===== src/rtl/board_pkg.sv =====
// Shared constants for hx8k board I/O blocks.
// Debounce FSM encoding, default filter length and press counter width.
package board_pkg;

  localparam logic [1:0] ST_LOW       = 2'd0;
  localparam logic [1:0] ST_PEND_HIGH = 2'd1;
  localparam logic [1:0] ST_HIGH      = 2'd2;
  localparam logic [1:0] ST_PEND_LOW  = 2'd3;

  localparam int unsigned DEBOUNCE_CYCLES_DEFAULT = 60000;
  localparam int          PRESS_W                 = 8;

endpackage


===== src/rtl/sync2.sv =====
// Two-flop synchronizer for asynchronous board inputs.
// Resets both stages to 0; only the second stage is visible.
module sync2 (
  input  logic i_clk,
  input  logic i_rst_n,
  input  logic i_d,
  output logic o_q
);

  logic r_s1;
  logic r_s2;

  always_ff @(posedge i_clk or negedge i_rst_n) begin
    if (!i_rst_n) begin
      r_s1 <= 1'b0;
      r_s2 <= 1'b0;
    end else begin
      r_s1 <= i_d;
      r_s2 <= r_s1;
    end
  end

  assign o_q = r_s2;

endmodule


===== src/rtl/button_debounce.sv =====
// Debounced push-button reader: clean level, rise/fall strobes
// and a wrapping press count, all driven straight from flops.
module button_debounce
  import board_pkg::*;
#(
  parameter int unsigned CYCLES = DEBOUNCE_CYCLES_DEFAULT
) (
  input  logic               CLK,
  input  logic               RESETN,
  input  logic               I,
  output logic               O,
  output logic               RISE,
  output logic               FALL,
  output logic [PRESS_W-1:0] PRESSES
);

  localparam int            CW   = $clog2(CYCLES + 1);
  localparam logic [CW-1:0] LAST = CW'(CYCLES - 1);
  localparam logic          ONE  = (CYCLES == 1);

  logic               w_s2;
  logic [1:0]         r_state;
  logic [1:0]         w_state_n;
  logic [CW-1:0]      r_cnt;
  logic [CW-1:0]      w_cnt_n;
  logic               r_rise;
  logic               r_fall;
  logic               w_rise_n;
  logic               w_fall_n;
  logic [PRESS_W-1:0] r_presses;

  sync2 u_sync (
    .i_clk   (CLK),
    .i_rst_n (RESETN),
    .i_d     (I),
    .o_q     (w_s2)
  );

  always_comb begin
    w_state_n = r_state;
    w_cnt_n   = r_cnt;
    w_rise_n  = 1'b0;
    w_fall_n  = 1'b0;
    case (r_state)
      ST_LOW: begin
        if (w_s2) begin
          if (ONE) begin
            w_state_n = ST_HIGH;
            w_rise_n  = 1'b1;
          end else begin
            w_state_n = ST_PEND_HIGH;
            w_cnt_n   = CW'(1);
          end
        end
      end
      ST_PEND_HIGH: begin
        if (!w_s2) begin
          w_state_n = ST_LOW;
          w_cnt_n   = '0;
        end else if (r_cnt == LAST) begin
          w_state_n = ST_HIGH;
          w_cnt_n   = '0;
          w_rise_n  = 1'b1;
        end else begin
          w_cnt_n = r_cnt + CW'(1);
        end
      end
      ST_HIGH: begin
        if (!w_s2) begin
          if (ONE) begin
            w_state_n = ST_LOW;
            w_fall_n  = 1'b1;
          end else begin
            w_state_n = ST_PEND_LOW;
            w_cnt_n   = CW'(1);
          end
        end
      end
      ST_PEND_LOW: begin
        if (w_s2) begin
          w_state_n = ST_HIGH;
          w_cnt_n   = '0;
        end else if (r_cnt == LAST) begin
          w_state_n = ST_LOW;
          w_cnt_n   = '0;
          w_fall_n  = 1'b1;
        end else begin
          w_cnt_n = r_cnt + CW'(1);
        end
      end
      default: begin
        w_state_n = ST_LOW;
        w_cnt_n   = '0;
      end
    endcase
  end

  always_ff @(posedge CLK or negedge RESETN) begin
    if (!RESETN) begin
      r_state   <= ST_LOW;
      r_cnt     <= '0;
      r_rise    <= 1'b0;
      r_fall    <= 1'b0;
      r_presses <= '0;
    end else begin
      r_state <= w_state_n;
      r_cnt   <= w_cnt_n;
      r_rise  <= w_rise_n;
      r_fall  <= w_fall_n;
      if (w_rise_n) r_presses <= r_presses + PRESS_W'(1);
    end
  end

  // Level is 1 in HIGH and PEND_LOW, i.e. the state MSB.
  assign O       = r_state[1];
  assign RISE    = r_rise;
  assign FALL    = r_fall;
  assign PRESSES = r_presses;

endmodule


===== config.mk =====
export PLATFORM = sky130hd
export DESIGN_NAME = button_debounce
export DESIGN_NICKNAME = d
export VERILOG_FILES = /design/src/rtl/board_pkg.sv /design/src/rtl/sync2.sv /design/src/rtl/button_debounce.sv
export SDC_FILE = /design/constraint.sdc
export NUM_CORES = 1
export LEC_CHECK = 0
export BUFFER_PORTS_ARGS = -buffer_cell sky130_fd_sc_hd__buf_4
export CAP_MARGIN = 40
export CORE_MARGIN = 3
export CORE_UTILIZATION = 54
export CTS_BUF_LIST = sky130_fd_sc_hd__clkbuf_4 sky130_fd_sc_hd__clkbuf_8
export CTS_CLUSTER_DIAMETER = 40
export CTS_CLUSTER_SIZE = 28
export DETAILED_ROUTE_END_ITERATION = 10
export PLACE_DENSITY_LB_ADDON = 0.1
export RECOVER_POWER = 25
export SLEW_MARGIN = 20
export SYNTH_ARGS = -nofsm -noshare
export SYNTH_HDL_FRONTEND = slang
export SYNTH_SLANG_ARGS = --single-unit

===== constraint.sdc =====
create_clock -name CLK -period 1.9 [get_ports CLK]
set_input_delay 0.095 -clock CLK [delete_from_list [all_inputs] [get_ports CLK]]
set_output_delay 0.095 -clock CLK [all_outputs]
set_load 0.01 [all_outputs]

Yosys cells after proc, flatten, opt, wreduce, memory -nomap -nowiden
Index checks and enable logic that the tools add are counted.

Add/subtract/negate cells: 2. Multipliers: 0. Divide/modulo/power cells: 0. Order comparisons: 0. Eq/ne operators: 8. Shift operators: 0. Muxes and demuxes: 18. Bitwise operators: 0. Reductions and logical operators: 3.

Operators by type and width (number): $mux 16 (5); $pmux 16 s4 (1); $add 16x1->16 const B (1); $eq 16x16->1 const B (1); $mux 2 (6); $add 8x1->8 const B (1); $pmux 2 s4 (1); $mux 1 (5); $eq 2x2->1 const B (2); $reduce_and 4->1 (1); $ne 3x2->1 const B (1); $ne 3x3->1 const B (1); $eq 2x1->1 const B (1); $logic_not 2->1 (1); $ne 2x1->1 const B (1); $ne 2x2->1 const B (1); $reduce_and 2->1 (1).

Register bits after elaboration: 30. Bits in latches: 0. Memory bits (writable): 0. Memory bits (read-only): 0. Bits of input ports: 3. Output and inout bits: 11. Logic and storage cells: 38. Memories: 0.

Logic depth before layout (Yosys ltp)
Gate-level depths: netlist of the first run.

Depth after elaboration: 4. Gate-level depth with buffers: 8. Gate-level depth less buffers: 7.

Cells and area by module
Synthesis of the first run repeated with hierarchy kept, for this count alone.

Cell total of the unflattened synthesis: 138. Area total of the unflattened synthesis: 1506.4 um2.

By module, submodules not included: button_debounce (times used 1, cells each 136, area each 1456.4 um2, seq. area each 700.7 um2); sync2 (times used 1, cells each 2, area each 50.0 um2, seq. area each 50.0 um2).

Worst setup path before layout of the first run
Ideal clock, no wire load.

Path kind: reg2reg. Start: register r_cnt[0]. End: register r_cnt[15]. Setup time: 0.082 ns. Data arrival time: 1.821 ns. Required time: 1.818 ns. Setup slack: -0.003 ns. Cell stages (with the launch flop): 9. Path buffers: 2. Clock period less this slack: 1.903 ns. Cells stage by stage: dfrtp_1 > ha_1 > and4_1 > and4_1 > buf_6 > or2_1 > buf_6 > o31a_1 > a31oi_1.

Word-level cells in the longest chain between the ends: 4. Elaborated cells between the ends (all ways): 6. Classes of those cells: add/sub: 1; eq/ne: 1; mux: 4.

RTL lines: start: declaration (line button_debounce.sv:24) `logic [CW-1:0] r_cnt;`; start signal: assignment (line button_debounce.sv:107) `r_cnt <= w_cnt_n;`; $add 16x1->16 / $eq 16x16->1 (equally long branches); $mux 16 * (line button_debounce.sv:60, button_debounce.sv:83); $mux 16, on equally long branches (line button_debounce.sv:80, button_debounce.sv:57); $pmux 16 s4 * (line button_debounce.sv:44) `case (r_state)`.

Mark *: on every way between the ends. The rest lies on a longest branch, timed or not. A chain may end at the register's enable or synchronous reset.

Worst setup path after layout of the first run
Start: register r_cnt[1]. End: register r_cnt[15].

Same word-level chain as after synthesis.

==> results of run 1 <==
[layout by cell type (no fill, tap or decap), types with 2 or more instances in the layout]
cell type      synthesis  routed
a21oi_1                7       7
a22o_1                 2       2
a31oi_1                6       6
and2_1                 2       2
and3_1                 2       2
buf_4                  0      22
clkbuf_4               0       7
dfrtp_1               30      30
dlygate4sd3_1          0       2
inv_1                  6       6
nand2_1               21      21
nand3_1                9       8
nand4_1                5       5
nor2_1                 8       8
nor3_1                 5       3
nor3_2                 0       2
o21ai_0                6       6
o22ai_1                3       3
xnor2_1                5       5
xor2_1                 7       7
[through the flow]
step                util (%)  cell area, µm²  hold WS, ns
global route            69.6            1760        0.379
CTS                     68.8            1730        0.215
floorplan                  -            1470       -0.201
global placement        65.4            1650       0.0407
detailed placement      65.4            1650       0.0445
finish                  69.6            1760        0.340
[timing repair]
| action | 4_1_cts | 5_1_grt |
|---|---|---|
| gates resized for setup | 0 | 6 |
| endpoints found under the setup margin | 0 | 5 |
| hold buffers | 2 | 0 |
| hold endpoints to repair | 31 | 0 |
[worst max-delay path: stages, from the launching register on]
cell and delay (ns):
dfrtp_1 0.40, ha_2 0.20, and4_1 0.21, and4_4 0.17, or2_1 0.30, o31a_1 0.29, a31oi_1 0.15
[layer usage]
metal,wire (µm),vias to the layer above,global-route usage [%]
met5,0,-,0
met4,44,0,9.27
met3,152,6,7.35
met2,1450,22,31.0
met1,1420,595,27.1
li1,-,584,-
[cells by family after synthesis]
kind of cell	Yosys count	synth area share [%]
flops	30	51.2
xor+xnor	12	7.17
fa+ha+maj	2	1.71
buf+inv	11	3.93
mux	2	1.45
compound gates	27	11.3
simple gates	65	23.2
[path summary, 6_finish.rpt]
kind                                       start                endpoint  slack, ns  cells past startpoint
max reg2reg                 r_cnt[1]$_DFFE_PN0P_   r_cnt[15]$_DFFE_PN0P_       0.11                      6
min in group CLK           u_sync.r_s1$_DFF_PN0_    u_sync.o_q$_DFF_PN0_       0.37                      0
min                                       RESETN  PRESSES[7]$_DFFE_PN0P_       0.34                      2
max in group asynchronous                 RESETN  PRESSES[0]$_DFFE_PN0P_       1.09                      2
max                         r_cnt[1]$_DFFE_PN0P_   r_cnt[15]$_DFFE_PN0P_       0.11                      6
min reg2reg                u_sync.r_s1$_DFF_PN0_    u_sync.o_q$_DFF_PN0_       0.37                      0
[final cells by class]
class	instances	area [µm²]
tap	30	37.5
timing repair buffer	26	198
inverter	6	22.5
clock inverter	1	5.00
sequential	30	751
multi-input combinational	108	683
clock buffer	7	58.8
fill	206	767
[power by group through the flow]
stage	Clock [mW]	Sequential (mW)	Combinational [mW]
floorplan	0	0.689	0.0503
global placement	0	0.693	0.0858
detailed placement	0	0.693	0.0876
CTS	0.431	0.681	0.0913
global route	0.461	0.687	0.102
finish	0.423	0.682	0.0887
[state kept, by name (all words and copies together), names as in the netlist, named ones only]
signal / cells
FALL: 1
PRESSES: 8
RISE: 1
r_cnt: 16
r_state: 1
u_sync.o_q: 1
u_sync.r_s1: 1
==> metrics.txt, run 1 <==
status complete, no violations; die height 58.1 µm; Crit. End Element register; Total GRT Usage 20.8%; Least-Margin Pin Slew 0.734 ns; NetSw 0.302 mW; Clock Skew 0.00920 ns; register area share after synthesis 51.2%; ys flop type dfrtp_1; Unique masters post-synth 37; Routed WL 3070 µm; fin worst setup slack 0.112 ns; most frequent cells after synthesis 30 x dfrtp_1, 21 x nand2_1, 9 x nand3_1; Worst Path Required 2.15 ns; Residual DRC 0; FFs w/ async S/R, synth 100%; pwr/cell area 680 nW/µm²; vias 1207; root buf cell clkbuf_4; Fin. Hold Viols 0; number of synthesized register bits 30; Worst slew margin 51.1%; RSZ-0062 raised after global routing no; # IOs 14; core box area 2520 µm²; final std cells w/o fill 208; CP Launch Type register; Mapped Area 1470 µm²; max frequency 559 MHz; maxcap violations 0; Worst-path clk slew 0.10 ns; gp weighted congestion 0.879; DRT Pass-1 Iters 4; NumNets Final 182; Num CTS Buffers 5; Tcrit/Tclk final 94.1%; later-pin clock latency in the skew report 0.34 ns; Switching Share 25.3%; Int Pwr 0.891 mW; critical path arrival 2.04 ns; clock sink count 30; Synth Instances 149; IO Port Bufs 13; ANT cells 0; initial core utilization 58.1%; largest net degree at the start of global routing 31; leading area contributor after synthesis dfrtp_1; grt ovf 0; WS Path Type reg -> reg; CTS max path bufs 2; 1st-iter DRT viols 36; Post-CTS Setup Inserts 0; Flop pwr share 57.1%; Site Rows 18; CTS tree built; placed insts 198; share of cells above drive strength 1 24.2%; Layout area overhead 19.8%; Sum Neg Setup Slack 0 ns; Antenna Nets Post-Route 0; Area contributors post-synth dfrtp_1 51%, nand2_1 5.4%, xor2_1 4.2%; Logic pwr share 7.4%; static leakage 0.816 nW; vias per std cell 5.80; first-pass GRT wire length 5290 µm; Place WS 0.0953 ns; Avg Inst Size Synth 9.83 µm²; Setup Viol. Count Final 0; Die ar. 3370 µm²; Syn. warnings 0; Die Wd 58.1 µm; worst vdd ir 0.687 mV; routed len/inst 14.8 µm; syn nets 154; number of synthesized flops with an enable pin 0; vias in the first global route 1165; Final min period 1.79 ns; initial antenna violation count 0; Clock power frac 35.4%; Max Slew Vio Count 0; Pwr Total 1.19 mW; CP Max Fanout 5; DP HPWL 2160 µm; top-area cell type share of the netlist area 51.2%; HP Class in -> async; dominant cell by count in the synthesized netlist dfrtp_1; Max H-tree Level 2
Power figures use the tool's default switching activity.
==> inputs of run 2 (changes only) <==
- PLACE_DENSITY: unset -> 0.76
- PLACE_DENSITY_LB_ADDON: 0.1 -> unset
==> metrics.txt, run 2 (same netlist as run 1, synthesis figures left out) <==
HP Class reg -> reg; Worst slew margin -4.09% (-55 points); CTS tree built; met1 wire length 1310 µm (-8.3%); Fin. Hold Viols 0 (unchanged); grt ovf 0 (unchanged); static leakage 0.803 nW (-1.6%); status finished, violations left; Least-Margin Pin Slew 1.56 ns (+0.828 ns); Multi-input gate area 683 µm² (unchanged); Total GRT Usage 20.0% (-0.75 points); vias in the first global route 1132 (-2.8%); CTS max path bufs 2 (unchanged); WS Path Type reg -> reg; root buf cell clkbuf_4; Clock Skew 0.00365 ns (-0.00555 ns); critical path arrival 2.08 ns (+0.04 ns); core box area 2520 µm² (unchanged); NumNets Final 181 (-0.55%); largest net degree at the start of global routing 31 (unchanged); Layout area overhead 19.2%; Num CTS Buffers 5 (unchanged); Tcrit/Tclk final 95.4% (+1.3 points); Antenna Nets Post-Route 0 (unchanged); DR top layer met4; CP Launch Type register; IO Port Bufs 13 (unchanged); failing checks capacitance limit, slew limit; commonest non-fill, non-tap cell in the layout dfrtp_1; DP HPWL 2140 µm (-0.86%); FF/Latch Area 751 µm² (unchanged); vias 1203 (-0.33%); die height 58.1 µm (unchanged); ANT cells 0 (unchanged); max reg flops 16 (unchanged); first-pass GRT wire length 5020 µm (-5.0%); RSZ-0062 raised after global routing no; Worst-path clk slew 0.10 ns (about the same); final std cells w/o fill 207 (-0.48%); DRT Pass-1 Iters 4 (unchanged); Worst Path Required 2.17 ns (+0.02 ns); Crit. End Element register; Max Slew Vio Count 31 (+31); # IOs 14 (unchanged); Sum Neg Setup Slack 0 ns (unchanged); Met2 Routed Length 1500 µm (+3.7%); CP Max Fanout 8 (+3); pwr/cell area 673 nW/µm² (-0.93%); Setup Viol. Count Final 0 (unchanged); met3 wire length 126 µm (-17%); Routed WL 2990 µm (-2.6%); initial antenna violation count 0 (unchanged); Final min period 1.81 ns (+0.0247 ns); routed len/inst 14.4 µm (-2.2%); Residual DRC 0 (unchanged); Place WS -0.0287 ns (-0.124 ns); Max H-tree Level 2 (unchanged); gp weighted congestion 0.857 (-2.5%); max frequency 552 MHz (-1.4%); fin worst setup slack 0.0876 ns (-0.0247 ns); 1st-iter DRT viols 42 (+17%); vias per std cell 5.81 (+0.15%); Die ar. 3370 µm² (unchanged); later-pin clock latency in the skew report 0.33 ns (about the same); Site Rows 18 (unchanged); Die Wd 58.1 µm (unchanged); clock sink count 30 (unchanged); worst vdd ir 0.583 mV (-15%); # fillers 199 (-3.4%); maxcap violations 1 (+1); placed insts 197 (-0.51%); Reg with most FFs r_cnt; most frequent cells in the layout 30 x dfrtp_1, 21 x nand2_1, 21 x buf_4; share of cells above drive strength 1 23.2% (-0.99 points); initial core utilization 58.1% (unchanged)
[run 2: cell types whose count changed in the layout (fill, tap and decap cells not counted), sizes merged]
cell      before  now
buf           22   21
clkinvlp       0    1
clkbuf         9    8
[run 2: critical path, stage by stage, from the launching register on]
cell	delay [ns]
dfrtp_1	0.42
nor4bb_1	0.36
and4_4	0.35
nand3_2	0.16
nor4_2	0.30
xor2_1	0.16
[run 2: layout make-up]
cell class | count | share of cell area [%]
timing repair buffer | 25 | 10.8
multi-input combinational | 108 | 39.1
clock inverter | 2 | 0.716
clock buffer | 6 | 2.94
sequential | 30 | 43.0
inverter | 6 | 1.29
tap | 30 | 2.15
[run 2: routing by layer]
| layer | track usage (%) | vias to the layer above |
|---|---|---|
| met1 | 23.7 | 588 |
| li1 | - | 583 |
| met3 | 6.68 | 7 |
| met5 | 0 | - |
| met2 | 33.1 | 25 |
| met4 | 8.61 | 0 |
[run 2: final timing paths]
path	startpoint	to	slack (ns)	cells past startpoint
hold / removal	u_sync.r_s1$_DFF_PN0_	u_sync.o_q$_DFF_PN0_	0.37	0
setup / recovery	r_cnt[10]$_DFFE_PN0P_	PRESSES[7]$_DFFE_PN0P_	0.09	5
setup reg to reg	r_cnt[10]$_DFFE_PN0P_	PRESSES[7]$_DFFE_PN0P_	0.09	5
min in group asynchronous	RESETN	r_cnt[9]$_DFFE_PN0P_	0.67	2
hold reg to reg	u_sync.r_s1$_DFF_PN0_	u_sync.o_q$_DFF_PN0_	0.37	0
max in group asynchronous	RESETN	r_cnt[3]$_DFFE_PN0P_	0.32	2
[run 2: repair_timing]
item,4_1_cts,5_1_grt
resized for setup,1,5
hold buffers,2,0
buffers inserted,0,0
setup endpoints to repair,1,6
cloned,0,0
hold endpoints to repair,31,0
[run 2: where the power goes]
part | leakage [nW] | total, mW | switching, mW | internal (mW)
registers | 0.408 | 0.682 | 0.0231 | 0.658
clock network | 0.0343 | 0.402 | 0.225 | 0.178
logic | 0.360 | 0.0920 | 0.0525 | 0.0395
total | 0.803 | 1.18 | 0.301 | 0.875
[run 2: per-stage QoR]
step | hold WS (ns) | utilization [%] | area (µm²) | total power [mW]
floorplan | -0.201 | - | 1470 | 0.739
global placement | 0.0401 | 65.1 | 1640 | 0.779
detailed placement | 0.0427 | 65.1 | 1640 | 0.783
CTS | 0.207 | 68.5 | 1730 | 1.19
global route | 0.382 | 69.2 | 1750 | 1.23
finish | 0.370 | 69.2 | 1750 | 1.18
==> inputs of run 3 (changes only) <==
- CORE_UTILIZATION: 54 -> 60
- PLACE_DENSITY: 0.76 -> 0.8
- clock period: 1.9 -> 2.2 ns (I/O delays scaled with it)
==> metrics.txt, run 3 (same netlist as run 1, synthesis figures left out) <==
status finished, violations left; failing checks capacitance limit, slew limit; DRT Pass-1 Iters 4 (unchanged); routed len/inst 14.8 µm (+2.9%); largest net degree at the start of global routing 31 (unchanged); final std cells w/o fill 196 (-5.3%); placed insts 186 (-5.6%); max reg flops 16 (unchanged); Antenna Nets Post-Route 0 (unchanged); RR Startpoint r_cnt[0]$_DFFE_PN0P_; Die Wd 55.4 µm (-4.6%); Max Slew Vio Count 31 (unchanged); Die ar. 3070 µm² (-9.0%); Crit. End Element register; pwr/cell area 606 nW/µm² (-9.9%); hold path startpoint u_sync.r_s1$_DFF_PN0_; vias 1161 (-3.5%); Buf/Inv on CP 0 (unchanged); fin worst setup slack 0.156 ns (+0.0686 ns); IO Port Bufs 13 (unchanged); root buf cell clkbuf_4; later-pin clock latency in the skew report 0.34 ns (about the same); CP Max Fanout 8 (unchanged); Worst Path Required 2.46 ns (+0.29 ns); CTS max path bufs 2 (unchanged); gp weighted congestion 0.876 (+2.3%); Layout area overhead 13.0%; Max H-tree Level 2 (unchanged); CP dominant cell by count and4_1; 1st-iter DRT viols 42 (unchanged); Routed WL 2910 µm (-2.6%); Site Rows 17 (-1); worst vdd ir 0.675 mV (+16%); Clock Skew 0.0107 ns (+0.00702 ns); HP Class reg -> reg; Finished Cell Area 1660 µm² (-5.2%); CTS tree built; Placed Area 1570 µm² (-4.4%); CP max stage cell dfrtp_1; static leakage 0.758 nW (-5.5%); initial core utilization 65.0% (+6.9 points); maxcap violations 1 (unchanged); vias in the first global route 1129 (-0.27%); critical path arrival 2.30 ns (+0.22 ns); ANT cells 0 (unchanged); Worst-path clk slew 0.10 ns (about the same); max frequency 489 MHz (-11%); CP max stage delay 0.43 ns (about the same); Sum Neg Setup Slack 0 ns (unchanged); commonest non-fill, non-tap cell in the layout dfrtp_1; clock sink count 30 (unchanged); Total GRT Usage 22.0% (+2.0 points); DP HPWL 2030 µm (-5.3%); Post-CTS Setup Inserts 0 (unchanged); # fillers 186 (-6.5%); core box area 2250 µm² (-11%); share of cells above drive strength 1 16.1% (-7.1 points); Worst slew margin -2.71% (+1.4 points); Residual DRC 0 (unchanged); # IOs 14 (unchanged); die height 55.4 µm (-4.6%); RSZ-0062 raised after global routing no; crit-path leading delay family simple AND/OR/NAND/NOR gates; Multi-input gate area 662 µm² (-3.1%); most frequent cells in the layout 30 x dfrtp_1, 21 x nand2_1, 12 x buf_4; WS Path Type reg -> reg; Fin. Hold Viols 0 (unchanged); crit path launch r_cnt[0]$_DFFE_PN0P_; worst path cell trace ha_1 -> and4_1 -> and4_1 -> or2_1 -> o31a_1 -> a31oi_1; Least-Margin Pin Slew 1.54 ns (-0.0207 ns); CP Launch Type register; Setup Viol. Count Final 0 (unchanged); Tcrit/Tclk final 92.9% (-2.5 points); Num CTS Buffers 5 (unchanged); Reg with most FFs r_cnt; Final Core Density 73.4% (+4.2 points); NumNets Final 172 (-5.0%); first-pass GRT wire length 5110 µm (+1.8%); Final min period 2.04 ns (+0.231 ns); FF/Latch Area 751 µm² (unchanged); initial antenna violation count 0 (unchanged); vias per std cell 5.92 (+1.9%); Place WS 0.182 ns (+0.211 ns); grt ovf 0 (unchanged)
## run 3: changes by cell type in the layout (fill, tap and decap cells not counted), sizes merged
cell,previous run,this run
buf,21,12
## run 3: metal layers
| layer | vias up | routed length [µm] | GRT usage (%) |
|---|---|---|---|
| met5 | - | 0 | 0 |
| met3 | 5 | 191 | 8.18 |
| met4 | 0 | 67 | 13.2 |
| met1 | 557 | 1280 | 27.7 |
| met2 | 38 | 1370 | 32.1 |
| li1 | 561 | - | - |
## run 3: worst reg2reg max path, delay by kind of cell (launching register included)
kind / cells / cell delay (ns)
adders and majority gates: 1 / 0.25
and+or+nand+nor: 3 / 0.82
AOI/OAI and AO/OA: 2 / 0.47
DFF: 1 / 0.43
## run 3: what timing repair did
item                       4_1_cts  5_1_grt
hold endpoints to repair        31        0
resized for setup                0        1
hold buffers                     2        0
setup endpoints to repair        0        2
## run 3: layout make-up
cell class                      instances  share of cell area [%]
Tap cell                               28                    2.12
Sequential cell                        30                    45.4
Clock inverter                          2                   0.756
Multi-Input combinational cell        108                    40.0
Inverter                                6                    1.36
Clock buffer                            6                    3.10
Timing Repair Buffer                   16                    7.33
## run 3: per-stage QoR
step	hold slack, ns	power [mW]
3_3_place_gp	0.0504	0.660
4_1_cts	0.214	1.02
3_5_place_dp	0.0548	0.664
2_1_floorplan	-0.186	0.638
5_1_grt	0.384	1.06
6_report	0.357	1.00
## run 3: power breakdown
group	total [mW]	internal (mW)	switching, mW
registers	0.591	0.569	0.0227
clock network	0.348	0.153	0.195
logic	0.0644	0.0249	0.0395
total	1.00	0.747	0.257
## run 3: path summary, 6_finish.rpt
| kind | end | slack (ns) | depth (start not counted) |
|---|---|---|---|
| max | r_cnt[15]$_DFFE_PN0P_ | 0.16 | 6 |
| max in group asynchronous | r_cnt[13]$_DFFE_PN0P_ | 0.63 | 2 |
| max reg2reg | r_cnt[15]$_DFFE_PN0P_ | 0.16 | 6 |
| min in group asynchronous | r_cnt[0]$_DFFE_PN0P_ | 0.67 | 2 |
| min reg2reg | u_sync.o_q$_DFF_PN0_ | 0.36 | 0 |
| min | u_sync.o_q$_DFF_PN0_ | 0.36 | 0 |
